$ cat config.mk
export PLATFORM = sky130hd
export DESIGN_NAME = bictr_job_sched_flat
export DESIGN_NICKNAME = d
export VERILOG_FILES = /design/src/rtl/bictr_sched_pkg.sv /design/src/rtl/bictr_job_sched_if.sv /design/src/rtl/bictr_rr_arb.sv /design/src/rtl/bictr_job_sched.sv /design/src/flat_wrapper.sv
export SDC_FILE = /design/constraint.sdc
export NUM_CORES = 1
export LEC_CHECK = 0
export CAP_MARGIN = 0
export CORE_MARGIN = 2
export CORE_UTILIZATION = 44
export DETAILED_ROUTE_END_ITERATION = 10
export HOLD_SLACK_MARGIN = 0.08
export MAX_ROUTING_LAYER = met4
export PLACE_DENSITY = 0.89
export SYNTH_ARGS = -nofsm -noshare
export SYNTH_HDL_FRONTEND = slang
export SYNTH_SLANG_ARGS = --single-unit
$ cat constraint.sdc
create_clock -name clk -period 3.95 [get_ports clk]
set_input_delay 1.185 -clock clk [delete_from_list [all_inputs] [get_ports clk]]
set_output_delay 1.185 -clock clk [all_outputs]
set_load 0.02 [all_outputs]
$ cat src/rtl/bictr_sched_pkg.sv
// Shared types and sizing helpers for the bictr_job_sched counter scheduler.
package bictr_sched_pkg;

  localparam int CTR_W = 4;

  typedef enum logic [1:0] {
    IDLE,
    LOAD,
    RUN,
    DONE
  } state_t;

  // Watchdog counter runs 0..cycles-1 inside RUN.
  function automatic int wdog_w(input int cycles);
    return (cycles < 2) ? 1 : $clog2(cycles);
  endfunction

  function automatic int idx_w(input int n);
    return (n < 2) ? 1 : $clog2(n);
  endfunction

endpackage

$ cat src/rtl/bictr_job_sched_if.sv
// Requester-side and counter-side pins of the job scheduler, bundled.
interface bictr_job_sched_if
  import bictr_sched_pkg::*;
#(
  parameter int NREQ = 4,
  parameter int W    = CTR_W
);
  logic [NREQ-1:0]   req;
  logic [NREQ*W-1:0] req_data;
  logic [NREQ*W-1:0] req_count_to;
  logic [NREQ-1:0]   req_up_dn;
  logic [NREQ-1:0]   gnt;
  logic [NREQ-1:0]   done;
  logic [NREQ-1:0]   err;
  logic              busy;
  logic [W-1:0]      ctr_data;
  logic              ctr_up_dn;
  logic              ctr_load;
  logic              ctr_cen;
  logic [W-1:0]      ctr_count_to;
  logic              ctr_tercnt;

  modport slave (
    input  req, req_data, req_count_to, req_up_dn, ctr_tercnt,
    output gnt, done, err, busy, ctr_data, ctr_up_dn, ctr_load, ctr_cen, ctr_count_to
  );

  modport master (
    output req, req_data, req_count_to, req_up_dn, ctr_tercnt,
    input  gnt, done, err, busy, ctr_data, ctr_up_dn, ctr_load, ctr_cen, ctr_count_to
  );
endinterface

$ cat src/rtl/bictr_rr_arb.sv
// Round-robin arbiter: picks the first request at or after (last owner + 1) mod NREQ.
module bictr_rr_arb
  import bictr_sched_pkg::*;
#(
  parameter int NREQ = 4
) (
  input  logic                     clk,
  input  logic                     reset,
  input  logic [NREQ-1:0]          req,
  input  logic                     advance,
  output logic [NREQ-1:0]          gnt,
  output logic [idx_w(NREQ)-1:0]   owner,
  output logic                     any
);
  localparam int IW = idx_w(NREQ);

  logic [IW-1:0] last;

  // Reset to NREQ-1 so requester 0 wins the first arbitration.
  always_ff @(posedge clk) begin
    if (reset)        last <= IW'(NREQ - 1);
    else if (advance) last <= owner;
  end

  always_comb begin
    int idx;
    idx   = 0;
    gnt   = '0;
    owner = '0;
    any   = 1'b0;
    for (int i = 1; i <= NREQ; i++) begin
      idx = int'(last) + i;
      if (idx >= NREQ) idx = idx - NREQ;
      if (!any && req[idx]) begin
        any   = 1'b1;
        owner = IW'(idx);
      end
    end
    if (any) gnt[owner] = 1'b1;
  end
endmodule

$ cat src/rtl/bictr_job_sched.sv
// Time-shares one up/down counter among NREQ requesters as a load/count/done job.
// Optional watchdog abort in RUN: define BICTR_SCHED_WDOG_EN.
module bictr_job_sched
  import bictr_sched_pkg::*;
#(
  parameter int NREQ        = 4,
  parameter int W           = CTR_W,
  parameter int WDOG_CYCLES = 20
) (
  input  logic              clk,
  input  logic              reset,
  bictr_job_sched_if.slave  bus
);
  localparam int IW = idx_w(NREQ);

  state_t            state;
  logic              job_dir;
  logic [NREQ-1:0]   arb_gnt;
  logic [IW-1:0]     arb_owner;
  logic              arb_any;
  logic              advance;
  logic              wdog_hit;

  assign advance = (state == IDLE) && arb_any;

  bictr_rr_arb #(.NREQ(NREQ)) u_arb (
    .clk     (clk),
    .reset   (reset),
    .req     (bus.req),
    .advance (advance),
    .gnt     (arb_gnt),
    .owner   (arb_owner),
    .any     (arb_any)
  );

`ifdef BICTR_SCHED_WDOG_EN
  localparam int WW = wdog_w(WDOG_CYCLES);
  logic [WW-1:0] wdog_cnt;

  always_ff @(posedge clk) begin
    if (reset || state != RUN) wdog_cnt <= '0;
    else                       wdog_cnt <= wdog_cnt + 1'b1;
  end

  assign wdog_hit = (state == RUN) && (wdog_cnt == WW'(WDOG_CYCLES - 1));
`else
  logic unused_cfg;
  assign unused_cfg = (WDOG_CYCLES != 0);
  assign wdog_hit   = 1'b0;
`endif

  // cen must drop in the same cycle tercnt rises so the counter parks on count_to.
  assign bus.ctr_cen = (state == LOAD) ||
                       ((state == RUN) && !bus.ctr_tercnt && !wdog_hit);

  always_ff @(posedge clk) begin
    if (reset) begin
      state            <= IDLE;
      bus.gnt          <= '0;
      bus.done         <= '0;
      bus.err          <= '0;
      bus.busy         <= 1'b0;
      bus.ctr_data     <= '0;
      bus.ctr_up_dn    <= 1'b0;
      bus.ctr_load     <= 1'b0;
      bus.ctr_count_to <= '0;
    end else begin
      bus.done <= '0;
      bus.err  <= '0;
      case (state)
        IDLE: begin
          if (arb_any) begin
            state            <= LOAD;
            bus.gnt          <= arb_gnt;
            bus.busy         <= 1'b1;
            bus.ctr_data     <= bus.req_data[arb_owner*W +: W];
            bus.ctr_count_to <= bus.req_count_to[arb_owner*W +: W];
            job_dir          <= bus.req_up_dn[arb_owner];
            bus.ctr_load     <= 1'b1;
            bus.ctr_up_dn    <= 1'b0;
          end
        end
        LOAD: begin
          state         <= RUN;
          bus.ctr_load  <= 1'b0;
          bus.ctr_up_dn <= job_dir;
        end
        RUN: begin
          if (bus.ctr_tercnt) begin
            state    <= DONE;
            bus.done <= bus.gnt;
          end else if (wdog_hit) begin
            state   <= DONE;
            bus.err <= bus.gnt;
          end
        end
        DONE: begin
          state    <= IDLE;
          bus.gnt  <= '0;
          bus.busy <= 1'b0;
        end
        default: state <= IDLE;
      endcase
    end
  end
endmodule

$ cat src/flat_wrapper.sv
// flat-port wrapper written by rule: the top's interface ports become plain ports
module bictr_job_sched_flat import bictr_sched_pkg::*;
#(
  parameter int NREQ        = 4,
  parameter int W           = CTR_W,
  parameter int WDOG_CYCLES = 20
)
  (clk, reset, bus_req, bus_req_data, bus_req_count_to, bus_req_up_dn, bus_ctr_tercnt, bus_gnt, bus_done, bus_err, bus_busy, bus_ctr_data, bus_ctr_up_dn, bus_ctr_load, bus_ctr_cen, bus_ctr_count_to);
  bictr_job_sched_if #(.NREQ(NREQ), .W(W)) bus_i ();
  input  logic clk;
  input  logic reset;
  input wire logic [$bits(bus_i.req)-1:0] bus_req;
  input wire logic [$bits(bus_i.req_data)-1:0] bus_req_data;
  input wire logic [$bits(bus_i.req_count_to)-1:0] bus_req_count_to;
  input wire logic [$bits(bus_i.req_up_dn)-1:0] bus_req_up_dn;
  input wire logic [$bits(bus_i.ctr_tercnt)-1:0] bus_ctr_tercnt;
  output wire logic [$bits(bus_i.gnt)-1:0] bus_gnt;
  output wire logic [$bits(bus_i.done)-1:0] bus_done;
  output wire logic [$bits(bus_i.err)-1:0] bus_err;
  output wire logic [$bits(bus_i.busy)-1:0] bus_busy;
  output wire logic [$bits(bus_i.ctr_data)-1:0] bus_ctr_data;
  output wire logic [$bits(bus_i.ctr_up_dn)-1:0] bus_ctr_up_dn;
  output wire logic [$bits(bus_i.ctr_load)-1:0] bus_ctr_load;
  output wire logic [$bits(bus_i.ctr_cen)-1:0] bus_ctr_cen;
  output wire logic [$bits(bus_i.ctr_count_to)-1:0] bus_ctr_count_to;
  assign bus_i.req = bus_req;
  assign bus_i.req_data = bus_req_data;
  assign bus_i.req_count_to = bus_req_count_to;
  assign bus_i.req_up_dn = bus_req_up_dn;
  assign bus_i.ctr_tercnt = bus_ctr_tercnt;
  assign bus_gnt = bus_i.gnt;
  assign bus_done = bus_i.done;
  assign bus_err = bus_i.err;
  assign bus_busy = bus_i.busy;
  assign bus_ctr_data = bus_i.ctr_data;
  assign bus_ctr_up_dn = bus_i.ctr_up_dn;
  assign bus_ctr_load = bus_i.ctr_load;
  assign bus_ctr_cen = bus_i.ctr_cen;
  assign bus_ctr_count_to = bus_i.ctr_count_to;
  bictr_job_sched #(.NREQ(NREQ), .W(W), .WDOG_CYCLES(WDOG_CYCLES)) u_core (.clk(clk), .reset(reset), .bus(bus_i));
endmodule
==> results.txt, run 1 <==
GR Layer Usage met3: 0.0411
Max-Cap Viols: 0
Gpl congestion: 0.780
Core Util, Final: 0.680
Layout Nets: 265
CP max stage cell: clkdlybuf4s50_1
CTS clk-pin slew, worst paths: 150 ps
CP required: 2760 ps
Post-CTS Resized: 0
Routed vias: 1358
Initial Utilization: 0.461
Initial antenna violation count: 0
Clk_lat worst skew: 330 ps
Clk_skew: 13.1 ps
CTS buffer count: 3
Detail Route Antenna Nets: 0
Routed vias/inst: 5.22
Die ar.: 3640 um^2
Setup tns final: 0 ps
Crit path time final: 3680 ps
RSZ-0062 raised after global routing: false
Port Buffers: 62
Chip Height: 60.3 um
Pins Over Slew Limit: 0
Post-CTS repair timing setup buffer count: 0
Placed insts: 256
Synthesized area: 1400 um^2
Remaining DRCs: 0
Average cell area after synthesis: 8.94 um^2
Final setup fails: 0
Max FO, Critical Path: 4
I/O pin count: 67
Status: finished, final reports clean
Fin. Hold Viols: 0
Register area: 490 um^2
Max frequency: 0.272 GHz
Clock sink count: 24
Largest net degree at the start of global routing: 22
Post-detail-place hpwl: 2660 um
Mapped Cells: 156
Fill count: 251
Antenna Cells: 0
Iteration count of the initial detailed-routing pass: 4
Area Growth Syn to Fin: 47.5%
P per Cell Area: 627 nW/um^2
Overflow after GRT: 0
Post-synth cell types: 36
Yosys Warn Count: 0
Vias in the first global route: 1331
Average wire per standard cell: 13.8 um
CTS H-Tree Depth: 1
Seq/Total Area, Yosys: 0.352
Critical path's largest stage delay: 590 ps
CTS root buf: clkbuf_4
Worst Path Arrival: 2490 ps
Setup CP Type: in -> out
Bufs and invs on worst path: 2
Synth Register Bits: 24
Final non-filler cell total: 260
Core area: 3030 um^2
Critical Path, Cell by Cell: clkdlybuf4s50_1, nand2b_1, nand2b_1, clkdlybuf4s50_1
Die width: 60.3 um
Ratio of cells with drive above 1 in the final layout: 0.0556
First-pass GRT wire length: 5940 um
Top Usage Layer GRT: met2
CTS tree: built
GR Util met1: 0.258
Met2 Track Usage GR: 0.365
Worst-Margin Slew: 729 ps
CP Launch Type: primary input
Final WL: 3580 um
Pleak: 0.000826 uW
Clk buf depth: 2
Period utilization: 0.931
Hold Path Class: reg -> reg
Top delay family on crit path: buffers and inverters
Cts hold-fix bufs: 0
IR drop worst, VDD: 0.344 mV
Worst R2R Setup Slack: 1980 ps
DR iter-0 viols: 42
Num rows: 20
Worst Setup End Kind: primary output
Worst slew margin: 0.512
Total GRT Usage: 0.224
Area of the multi-input gates: 787 um^2
-- worst paths after layout --
check | start | end | cells past startpoint
setup / recovery | bus_ctr_tercnt | bus_ctr_cen | 4
setup reg to reg | u_core.u_arb.last[0] | u_core.bus.ctr_count_to[3] | 6
hold / removal | u_core.bus.gnt[0] | u_core.bus.done[0] | 1
hold reg to reg | u_core.bus.gnt[0] | u_core.bus.done[0] | 1
-- through the flow --
stage               cell area (um^2)  setup slack, ps  hold WS (ps)  power (uW)
finish                          2060              274           503        1290
global placement                2010              297           476        1090
CTS                             2060              264           507        1290
detailed placement              2010              268           480        1110
global route                    2060              191           528        1380
floorplan                       1410             1230           483         866
-- flip-flops by register name (all words and copies together), names as in the netlist --
register,flops
u_core.bus.ctr_count_to,4
u_core.bus.busy,1
u_core.bus.done,4
u_core.u_arb.last,2
u_core.bus.ctr_up_dn,1
u_core.state,2
u_core.bus.gnt,4
u_core.job_dir,1
u_core.bus.ctr_load,1
u_core.bus.ctr_data,4
-- worst reg2reg max path: cells and delay by family (launching register included) --
kind                   cells  cell delay, ps
buffers and inverters      1             300
flip-flops                 1             450
AO/OA/AOI/OAI              2             590
multiplexers               1             120
AND/OR/NAND/NOR            2             430
-- power by group --
group	switching, uW	internal (uW)
Clock	79.8	103
Sequential	61.1	331
Combinational	392	325
Total	533	759
-- cells by family (layout without fill, tap and decap cells) --
kind of cell	count (synthesis)	count (layout)	synth area share
simple gates	41	41	0.155
compound gates	55	55	0.289
mux	9	9	0.0646
flops	24	24	0.352
fa+ha+maj	5	5	0.0448
buf+inv	21	78	0.0924
other cells	1	4	0.00269
-- cells in the final DEF (no fill, tap or decap) --
cell,instances
nand2b_1,4
a32oi_1,1
clkdlybuf4s50_1,62
buf_4,2
and3_1,1
o21ai_4,1
inv_1,10
a22oi_1,4
nand3_1,1
a211oi_1,18
nand2_1,6
bufinv_16,1
o41ai_2,1
nor4_1,1
nor3_1,1
conb_1,4
nor2_1,16
o21ai_2,1
and2_1,5
mux2i_1,9
clkbuf_4,3
or3b_1,1
o211a_1,1
ha_1,5
or2_2,1
o21bai_1,8
dfxtp_1,23
nor2b_4,2
a211o_1,1
a31oi_1,9
nor2b_1,2
o21ai_0,3
a21o_1,1
edfxtp_1,1
a21oi_1,6
-- layer usage --
layer,vias to the layer above,share of wire
li1,672,-
met1,625,0.42
met2,48,0.50
met3,13,0.048
met4,0,0.030
met5,-,0
-- cells in the mapped netlist --
cell	number	area (um^2)
o41ai_2	1	16.3
a211oi_1	18	135
nand2_1	6	22.5
buf_12	1	20.0
buf_4	5	37.5
o21ai_2	1	8.76
buf_6	2	22.5
ha_1	5	62.6
dfxtp_1	23	460
nor2_1	16	60.1
a22oi_1	4	30.0
inv_1	10	37.5
o21ai_4	1	16.3
conb_1	1	3.75
o211a_1	1	10.0
and3_1	1	6.26
o21ai_0	3	15.0
and2_1	5	31.3
edfxtp_1	1	30.0
or3b_1	1	8.76
nor2b_1	2	12.5
clkbuf_1	2	7.51
o21bai_1	8	60.1
nor4_1	1	6.26
or2_2	1	6.26
a211o_1	1	8.76
a21oi_1	6	30.0
nand2b_1	4	25.0
buf_1	1	3.75
nor2b_4	2	27.5
a21o_1	1	7.51
nor3_1	1	5.00
a32oi_1	1	8.76
mux2i_1	9	90.1
nand3_1	1	5.00
a31oi_1	9	56.3
-- layout make-up --
| type | instances | share of cell area |
|---|---|---|
| Tap cell | 44 | 0.0267 |
| Multi-Input combinational cell | 114 | 0.382 |
| Clock inverter | 1 | 0.0146 |
| Clock buffer | 3 | 0.0109 |
| Sequential cell | 24 | 0.238 |
| Inverter | 10 | 0.0182 |
| Timing Repair Buffer | 64 | 0.309 |
(Power assumes the default switching activity.)
==> run 2: changes to the inputs <==
- clock period: 3.95 -> 4.34 ns (I/O delays scaled with it)
==> results.txt, run 2 (synthesis gave the netlist of run 1 again) <==
Routed vias/inst: 5.07 (was 5.22)
Routed vias: 1322 (was 1358)
Iteration count of the initial detailed-routing pass: 4 (unchanged)
Chip Height: 60.3 um (unchanged)
Core area: 3030 um^2 (unchanged)
Register area: 490 um^2 (unchanged)
Post-detail-place hpwl: 2690 um (was 2660 um)
Psw: 470 uW (was 533 uW)
Period utilization: 0.897
Die ar.: 3640 um^2 (unchanged)
Worst Setup End Kind: primary output (unchanged)
P per Cell Area: 546 nW/um^2 (was 627 nW/um^2)
Fin. Hold Viols: 0 (unchanged)
Worst Path Arrival: 2590 ps (was 2490 ps)
Largest net degree at the start of global routing: 22 (unchanged)
I/O pin count: 67 (unchanged)
CTS root buf: clkbuf_4 (unchanged)
Layout Nets: 266 (was 265)
Commonest non-fill, non-tap cell in the layout: clkdlybuf4s50_1 (unchanged)
Setup CP Type: in -> out (unchanged)
Post-CTS repair timing setup buffer count: 0 (unchanged)
Initial Utilization: 0.461 (unchanged)
Final setup fails: 0 (unchanged)
Critical path's largest stage delay: 590 ps (about the same)
Detail Route Antenna Nets: 0 (unchanged)
Crit path time final: 3890 ps
Cts hold-fix bufs: 0 (unchanged)
Switching Share: 0.420 (was 0.412)
Max frequency: 0.257 GHz
Pins Over Slew Limit: 0 (unchanged)
Average wire per standard cell: 13.0 um (was 13.8 um)
CP required: 3040 ps (was 2760 ps)
Top delay family on crit path: buffers and inverters (unchanged)
CTS H-Tree Depth: 1 (unchanged)
CTS clk-pin slew, worst paths: 130 ps (was 150 ps)
Max-Cap Viols: 0 (unchanged)
Final WL: 3400 um (was 3580 um)
Num rows: 20 (unchanged)
Post-CTS Resized: 0 (unchanged)
Area Growth Syn to Fin: 46.9% (was 47.5%)
Max FO, Critical Path: 4 (unchanged)
Final non-filler cell total: 261 (was 260)
DR iter-0 viols: 37 (was 42)
Combinational Power Share: 0.577 (was 0.555)
Overflow after GRT: 0 (unchanged)
Bufs and invs on worst path: 2 (unchanged)
IR drop worst, VDD: 0.383 mV (was 0.344 mV)
Clock sink count: 24 (unchanged)
Critical Path, Cell by Cell: clkdlybuf4s50_1, nand2b_1, nand2b_1, clkdlybuf4s50_1 (unchanged)
Share of power burned in registers: 0.318 (was 0.304)
Part of the power in the clock network: 0.104 (was 0.141)
Clk_lat worst skew: 310 ps (was 330 ps)
Worst slew margin: 0.510 (was 0.512)
Antenna Cells: 0 (unchanged)
Fill count: 261 (was 251)
Status: finished, final reports clean (unchanged)
RSZ-0062 raised after global routing: false (unchanged)
Vias in the first global route: 1261 (was 1331)
Port Buffers: 62 (unchanged)
Gpl congestion: 0.769 (was 0.780)
CP Launch Type: primary input (unchanged)
Clk buf depth: 2 (unchanged)
CTS buffer count: 3 (unchanged)
CTS tree: built (unchanged)
First-pass GRT wire length: 5610 um (was 5940 um)
Setup tns final: 0 ps (unchanged)
Ratio of cells with drive above 1 in the final layout: 0.0599 (was 0.0556)
Most frequent cells in the layout: clkdlybuf4s50_1, dfxtp_1, a211oi_1 (unchanged)
Core Util, Final: 0.677 (was 0.680)
Die width: 60.3 um (unchanged)
P_int: 649 uW (was 759 uW)
Initial antenna violation count: 0 (unchanged)
Clk_skew: 4.00 ps (was 13.1 ps)
Worst-Margin Slew: 733 ps (was 729 ps)
Hold Path Class: reg -> reg (unchanged)
Total GRT Usage: 0.213 (was 0.224)
CP max stage cell: clkdlybuf4s50_1 (unchanged)
Remaining DRCs: 0 (unchanged)
Placed insts: 257 (was 256)
Pleak: 0.000823 uW (was 0.000826 uW)
Area of the multi-input gates: 787 um^2 (unchanged)
## run 2: cell types whose count changed in the layout (fill, tap and decap cells not counted), sizes merged
cell    previous run  this run
buf                2         3
bufinv             1         0
clkbuf             3         4
## run 2: area by class of cell
type                            count  area share
Sequential cell                    24       0.239
Inverter                           10      0.0183
Tap cell                           44      0.0269
Clock buffer                        4      0.0177
Timing Repair Buffer               65       0.314
Multi-Input combinational cell    114       0.384
## run 2: power groups by stage
stage	sequential (uW)	clock (uW)	combinational (uW)
after floorplan	422	0	366
after global placement	357	0	637
after detailed placement	362	0	645
after CTS	357	121	650
after global routing	366	130	706
final	356	117	646
## run 2: final timing paths
path                        start                    endpoint  slack, ps  depth (start not counted)
max                bus_ctr_tercnt                 bus_ctr_cen        450                          4
min             u_core.bus.gnt[0]          u_core.bus.done[0]        510                          1
max reg2reg  u_core.u_arb.last[0]  u_core.bus.ctr_count_to[2]       2220                          6
min reg2reg     u_core.bus.gnt[0]          u_core.bus.done[0]        510                          1
## run 2: layer usage
metal,share of wire,vias to the layer above,GRT usage,routed length [um]
li1,-,680,-,-
met1,0.45,605,0.248,1520
met2,0.51,35,0.373,1740
met3,0.036,2,0.0455,123
met4,0.0041,0,0.0444,14
met5,0,-,-,0
## run 2: per-stage QoR
| stage | cell area, um^2 | hold slack, ps | setup slack, ps | power (uW) |
|---|---|---|---|---|
| 2_1_floorplan | 1410 | 483 | 1380 | 788 |
| 3_3_place_gp | 2010 | 472 | 452 | 994 |
| 3_5_place_dp | 2010 | 483 | 443 | 1010 |
| 4_1_cts | 2050 | 509 | 438 | 1130 |
| 5_1_grt | 2050 | 523 | 362 | 1200 |
| 6_report | 2050 | 506 | 446 | 1120 |
